--- config.mk ---
export PLATFORM = sky130hd
export DESIGN_NAME = opl2_timer_status_flat
export DESIGN_NICKNAME = d
export VERILOG_FILES = /design/src/rtl/opl2_timer_status_if.sv /design/src/rtl/opl2_timer_status.sv /design/src/flat_wrapper.sv
export SDC_FILE = /design/constraint.sdc
export NUM_CORES = 1
export LEC_CHECK = 0
export ABC_AREA = 1
export CORE_ASPECT_RATIO = 0.6
export CORE_MARGIN = 2
export CORE_UTILIZATION = 35
export CTS_CLUSTER_SIZE = 16
export DETAILED_ROUTE_END_ITERATION = 12
export DONT_BUFFER_PORTS = 1
export MAX_ROUTING_LAYER = met4
export PLACE_DENSITY = 0.47
export SLEW_MARGIN = 15
export SYNTH_ARGS = -nofsm -noshare
export SYNTH_HDL_FRONTEND = slang
export SYNTH_SLANG_ARGS = --single-unit
--- constraint.sdc ---
create_clock -name clk -period 1 [get_ports clk]
set_input_delay 0.15 -clock clk [delete_from_list [all_inputs] [get_ports clk]]
set_output_delay 0.15 -clock clk [all_outputs]
set_load 0.02 [all_outputs]
--- src/rtl/opl2_timer_status_if.sv ---
// Host bus of the OPL2 timer/status block: strobes, port select and read-back data.
interface opl2_timer_status_if;
    logic       wr;
    logic       rd;
    logic       a0;
    logic [7:0] din;
    logic [7:0] dout;
    logic       dout_valid;

    modport master (output wr, rd, a0, din, input dout, dout_valid);
    modport slave  (input wr, rd, a0, din, output dout, dout_valid);
endinterface

--- src/rtl/opl2_timer_status.sv ---
// OPL2 timer control/status: decodes host writes to 0x02-0x04, drives the two timer
// presets and run enables, latches overflow flags and returns the status byte and irq_n.
module opl2_timer_status #(
    parameter logic [4:0]   STATUS_LOW_BITS = 5'h06,
    localparam int unsigned REG_TIMER_WIDTH = 8
) (
    input  logic                       clk,
    input  logic                       reset_n,
    opl2_timer_status_if.slave         host,
    input  logic                       timer1_overflow_pulse,
    input  logic                       timer2_overflow_pulse,
    output logic [REG_TIMER_WIDTH-1:0] timer1_reg,
    output logic [REG_TIMER_WIDTH-1:0] timer2_reg,
    output logic                       start_timer1,
    output logic                       start_timer2,
    output logic                       irq_n
);
    localparam logic [7:0] ADDR_TIMER1 = 8'h02;
    localparam logic [7:0] ADDR_TIMER2 = 8'h03;
    localparam logic [7:0] ADDR_CTRL   = 8'h04;

    logic [7:0] addr_q;
    logic       mask1_q;
    logic       mask2_q;
    logic       ft1_q;
    logic       ft2_q;

    logic       addr_wr_c;
    logic       data_wr_c;
    logic       ctrl_wr_c;
    logic       irq_clr_c;
    logic [7:0] status_c;

    // Data writes decode against the address latched before this edge.
    always_comb begin
        addr_wr_c = host.wr && !host.a0;
        data_wr_c = host.wr && host.a0;
        ctrl_wr_c = data_wr_c && (addr_q == ADDR_CTRL);
        irq_clr_c = ctrl_wr_c && host.din[7];
        status_c  = {ft1_q | ft2_q, ft1_q, ft2_q, STATUS_LOW_BITS};
    end

    // Address latch and the write-only timer registers.
    always_ff @(posedge clk or negedge reset_n) begin
        if (!reset_n) begin
            addr_q       <= 8'h00;
            timer1_reg   <= '0;
            timer2_reg   <= '0;
            mask1_q      <= 1'b0;
            mask2_q      <= 1'b0;
            start_timer1 <= 1'b0;
            start_timer2 <= 1'b0;
        end else begin
            if (addr_wr_c) begin
                addr_q <= host.din;
            end
            if (data_wr_c && (addr_q == ADDR_TIMER1)) begin
                timer1_reg <= REG_TIMER_WIDTH'(host.din);
            end
            if (data_wr_c && (addr_q == ADDR_TIMER2)) begin
                timer2_reg <= REG_TIMER_WIDTH'(host.din);
            end
            if (ctrl_wr_c && !host.din[7]) begin
                mask1_q      <= host.din[6];
                mask2_q      <= host.din[5];
                start_timer2 <= host.din[1];
                start_timer1 <= host.din[0];
            end
        end
    end

    // Sticky flags; a new unmasked overflow wins over a simultaneous IRQ reset.
    always_ff @(posedge clk or negedge reset_n) begin
        if (!reset_n) begin
            ft1_q <= 1'b0;
            ft2_q <= 1'b0;
            irq_n <= 1'b1;
        end else begin
            ft1_q <= (ft1_q && !irq_clr_c) || (timer1_overflow_pulse && !mask1_q);
            ft2_q <= (ft2_q && !irq_clr_c) || (timer2_overflow_pulse && !mask2_q);
            irq_n <= !(ft1_q || ft2_q);
        end
    end

    // Host read-back; the data port reads as all ones.
    always_ff @(posedge clk or negedge reset_n) begin
        if (!reset_n) begin
            host.dout       <= 8'h00;
            host.dout_valid <= 1'b0;
        end else begin
            host.dout_valid <= host.rd;
            if (host.rd) begin
                host.dout <= host.a0 ? 8'hFF : status_c;
            end
        end
    end
endmodule
--- src/flat_wrapper.sv ---
// flat-port wrapper written by rule: the top's interface ports become plain ports
module opl2_timer_status_flat 
#(
    parameter logic [4:0]   STATUS_LOW_BITS = 5'h06,
    localparam int unsigned REG_TIMER_WIDTH = 8
)
  (clk, reset_n, timer1_overflow_pulse, timer2_overflow_pulse, timer1_reg, timer2_reg, start_timer1, start_timer2, irq_n, host_wr, host_rd, host_a0, host_din, host_dout, host_dout_valid);
  opl2_timer_status_if host_i ();
  input  logic clk;
  input  logic reset_n;
  input  logic timer1_overflow_pulse;
  input  logic timer2_overflow_pulse;
  output logic [REG_TIMER_WIDTH-1:0] timer1_reg;
  output logic [REG_TIMER_WIDTH-1:0] timer2_reg;
  output logic start_timer1;
  output logic start_timer2;
  output logic irq_n;
  input wire logic [$bits(host_i.wr)-1:0] host_wr;
  input wire logic [$bits(host_i.rd)-1:0] host_rd;
  input wire logic [$bits(host_i.a0)-1:0] host_a0;
  input wire logic [$bits(host_i.din)-1:0] host_din;
  output wire logic [$bits(host_i.dout)-1:0] host_dout;
  output wire logic [$bits(host_i.dout_valid)-1:0] host_dout_valid;
  assign host_i.wr = host_wr;
  assign host_i.rd = host_rd;
  assign host_i.a0 = host_a0;
  assign host_i.din = host_din;
  assign host_dout = host_i.dout;
  assign host_dout_valid = host_i.dout_valid;
  opl2_timer_status #(.STATUS_LOW_BITS(STATUS_LOW_BITS)) u_core (.clk(clk), .reset_n(reset_n), .host(host_i), .timer1_overflow_pulse(timer1_overflow_pulse), .timer2_overflow_pulse(timer2_overflow_pulse), .timer1_reg(timer1_reg), .timer2_reg(timer2_reg), .start_timer1(start_timer1), .start_timer2(start_timer2), .irq_n(irq_n));
endmodule
==> summary.md <==
| Metric | Value |
|---|---|
| Status | complete, but fails checks |
| Violations in the final reports | negative hold slack, negative setup slack |
| CP max FO | 8 |
| Die area | 0.00497 mm^2 |
| Hold Path Class | input port to asynchronous set/reset pin |
| Worst setup margin | -0.180 ns |
| Layout Utilization | 0.471 |
| Initial antenna violation count | 0 |
| Crit path top cell by count | nand2_1 |
| Placed cell areas | about 0.0017 mm^2 |
| Post-synth EDFFs | 0 |
| Area Growth Syn to Fin | 27.2% |
| Worst-margin pin slew | 0.253 ns |
| Placeable Area | 0.00417 mm^2 |
| CTS tree | built |
| Worst setup SP type | flip-flop |
| Io pins | 43 |
| Commonest cells post-synth | 57 x nand2_1, 36 x dfrtp_1, 19 x nand3_1 |
| Fmax | 847 MHz |
| Setup CP Type | flip-flop to flip-flop |
| Vias per Instance | 4.76 |
| Syn avg cell area | between 9 and 10 um^2 |
| Largest net degree at the start of global routing | 38 |
| WHS | -0.454 ns |
| Max-Slew Margin vs Limit | 0.831 |
| CP max stage delay | 0.41 ns |
| Num CTS Buffers | 5 |
| Synth top area share | 0.584 |
| Fin cells | 253 |
| I/O Buffers | 0 |
| Count leader, synth | nand2_1 |
| Mux share of post-synthesis cell area | 0.0219 |
| Placer congestion estimate | 0.876 |
| Static leakage power | around 1.0 nW |
| Skew-Pair Late Insertion Delay | 0.29 ns |
| Worst VDD drop | 0.567 mV |
| Die W | 89.7 um |
| Max Slew Vio Count | 0 |
| Vias in the first global route | 1202 |
| Compound-Gate Fraction of Synth Area | 0.0260 |
| Syn Nets | around 180 |
| HPWL Detailed | 2590 um |
| Inst Count DP | 231 |
| Synth Area in Adders | 0 |
| Drt pass-1 iters | 4 |
| Main combinational cell family by area after synthesis | simple AND/OR/NAND/NOR gates |
| Initial cell density of the core | 0.370 |
| Register area share after synthesis | 0.601 |
| Cell taking the most area after synthesis | dfrtp_1 |
| Number of DRC markers in iteration 0 | 44 |
| Worst-path clk slew | around 0.070 ns |
| GRT Resource Usage Total | 0.164 |
| Sink Count | 37 |
| Pre-CTS WS | -0.184 ns |
| Final Cell Area | 0.00196 mm^2 |
| Total power | 2.94 mW |
| Fraction of registers with async set/reset | 1.00 |
| Vias | 1205 |
| Cells after Synth | 164 |
| Synth cell types | 21 |
| Diodes inserted | 0 |
| Worst EP arrival | 1.36 ns |
| Antenna Nets Post-Route | 0 |
| Layout cells sized above 1 | 0.264 |
| Cell Rows | 18 |
| Top post-synthesis cells by area | dfrtp_1 58%, nand2_1 14%, nand3_1 6.2% |
| First-pass GRT wire length | 6050 um |
| CTS H-tree depth | 2 |
| Synth Area in XOR/XNOR | 0 |
| Root buffer cell | clkbuf_8 |
| Post-synthesis cell area | between 0.0015 and 0.002 mm^2 |
| Clock buffer depth | 2 |
| Unrepaired setup endpoints after global routing | true |
| Synth Area in Simple Gates | 0.299 |
| Final worst path period need | 1.18 ns |
| Die span in y | 55.4 um |
| Setup TNS | -3.37 ns |
| Clock skew | 0.00727 ns |
| Slowest CP cell | dfrtp_1 |
| Residual DRC count | 0 |
| Worst EP required | 1.18 ns |
| Main synth FF type | dfrtp_1 |
| Crit-path cells | nor2_2 > nand2_2 > nor2_8 > nand2_4 > nand2_1 > nand2_1 |
| Synth warn | 0 |
| DR WL/cell | 14.7 um |
| CP Capture Type | flip-flop |
| Layout Nets | 207 |
| Power density over the cells | 1500 mW/mm^2 |
| Yosys reg bits | 37 |
| Setup-failing EPs final | 26 |
| Hold Vio Cnt, Final | 37 |
| Final period util | 1.18 |
| Reported max-cap violation count | 0 |
| GR Overflow Total | 0 |
| WL final | around 3700 um |
-- placed cells by master (no fill, tap or decap), drive strengths merged --
cell and instances:
nor2 15, clkinv 2, dfstp 1, dlygate4sd3 11, dfrtp 36, nand2 60, buf 15, o21ai 4
nand4 4, clkbuf 6, inv 11, a21oi 4, nand3 20, mux2 3, or2 1
-- final cells by class --
class / count / area, um^2
timing repair buffer: 26 / 250
inverter: 11 / 41.3
multi-input combinational: 111 / 586
clock inverter: 2 / 10.0
tap: 60 / 75.1
fill: 425 / 2200
clock buffer: 6 / 72.6
sequential: 37 / 927
-- worst max-delay path: cells and delay by family (launching register included) --
kind | cells | cell delay, ns
flip-flops | 1 | 0.41
AND/OR/NAND/NOR | 6 | 0.66
-- power by group --
group,leakage [nW],total (mW),internal [mW],switching (mW)
clock,0.0450,0.999,0.483,0.517
combinational,0.503,0.286,0.133,0.153
sequential,0.459,1.65,1.57,0.0854
-- metal layers --
layer  track usage  vias to the layer above  wire (um)
met5             -                        -          0
met4        0.0593                        0         63
met3        0.0641                        9        236
met2         0.223                       31       1560
met1         0.223                      587       1870
li1              -                      578          -
-- final timing paths --
kind / from / end / slack [ns] / cells after the start
worst max-delay path: u_core.addr_q[3] / u_core.timer2_reg[6] / -0.18 / 6
worst min-delay path: reset_n / u_core.host.dout[7] / -0.45 / 0
worst max register to register: u_core.addr_q[3] / u_core.timer2_reg[6] / -0.18 / 6
worst min register to register: u_core.ft2_q / u_core.irq_n / 0.42 / 1
max in group asynchronous: reset_n / u_core.irq_n / 1.28 / 0
min in group clk: host_din[1] / u_core.timer1_reg[1] / 0 / 2
-- kinds of logic after synthesis --
kind of cell	after synthesis
AO/OA/AOI/OAI	8
buffers and inverters	16
flip-flops	37
multiplexers	3
AND/OR/NAND/NOR	100
-- timing repair --
action,CTS,global route
setup endpoints to repair,28,29
endpoints found under the hold margin,47,40
pin swaps,1,5
cloned,0,0
buffers inserted,0,3
hold buffers,8,3
gates resized for setup,6,8
(Power assumes the default switching activity.)
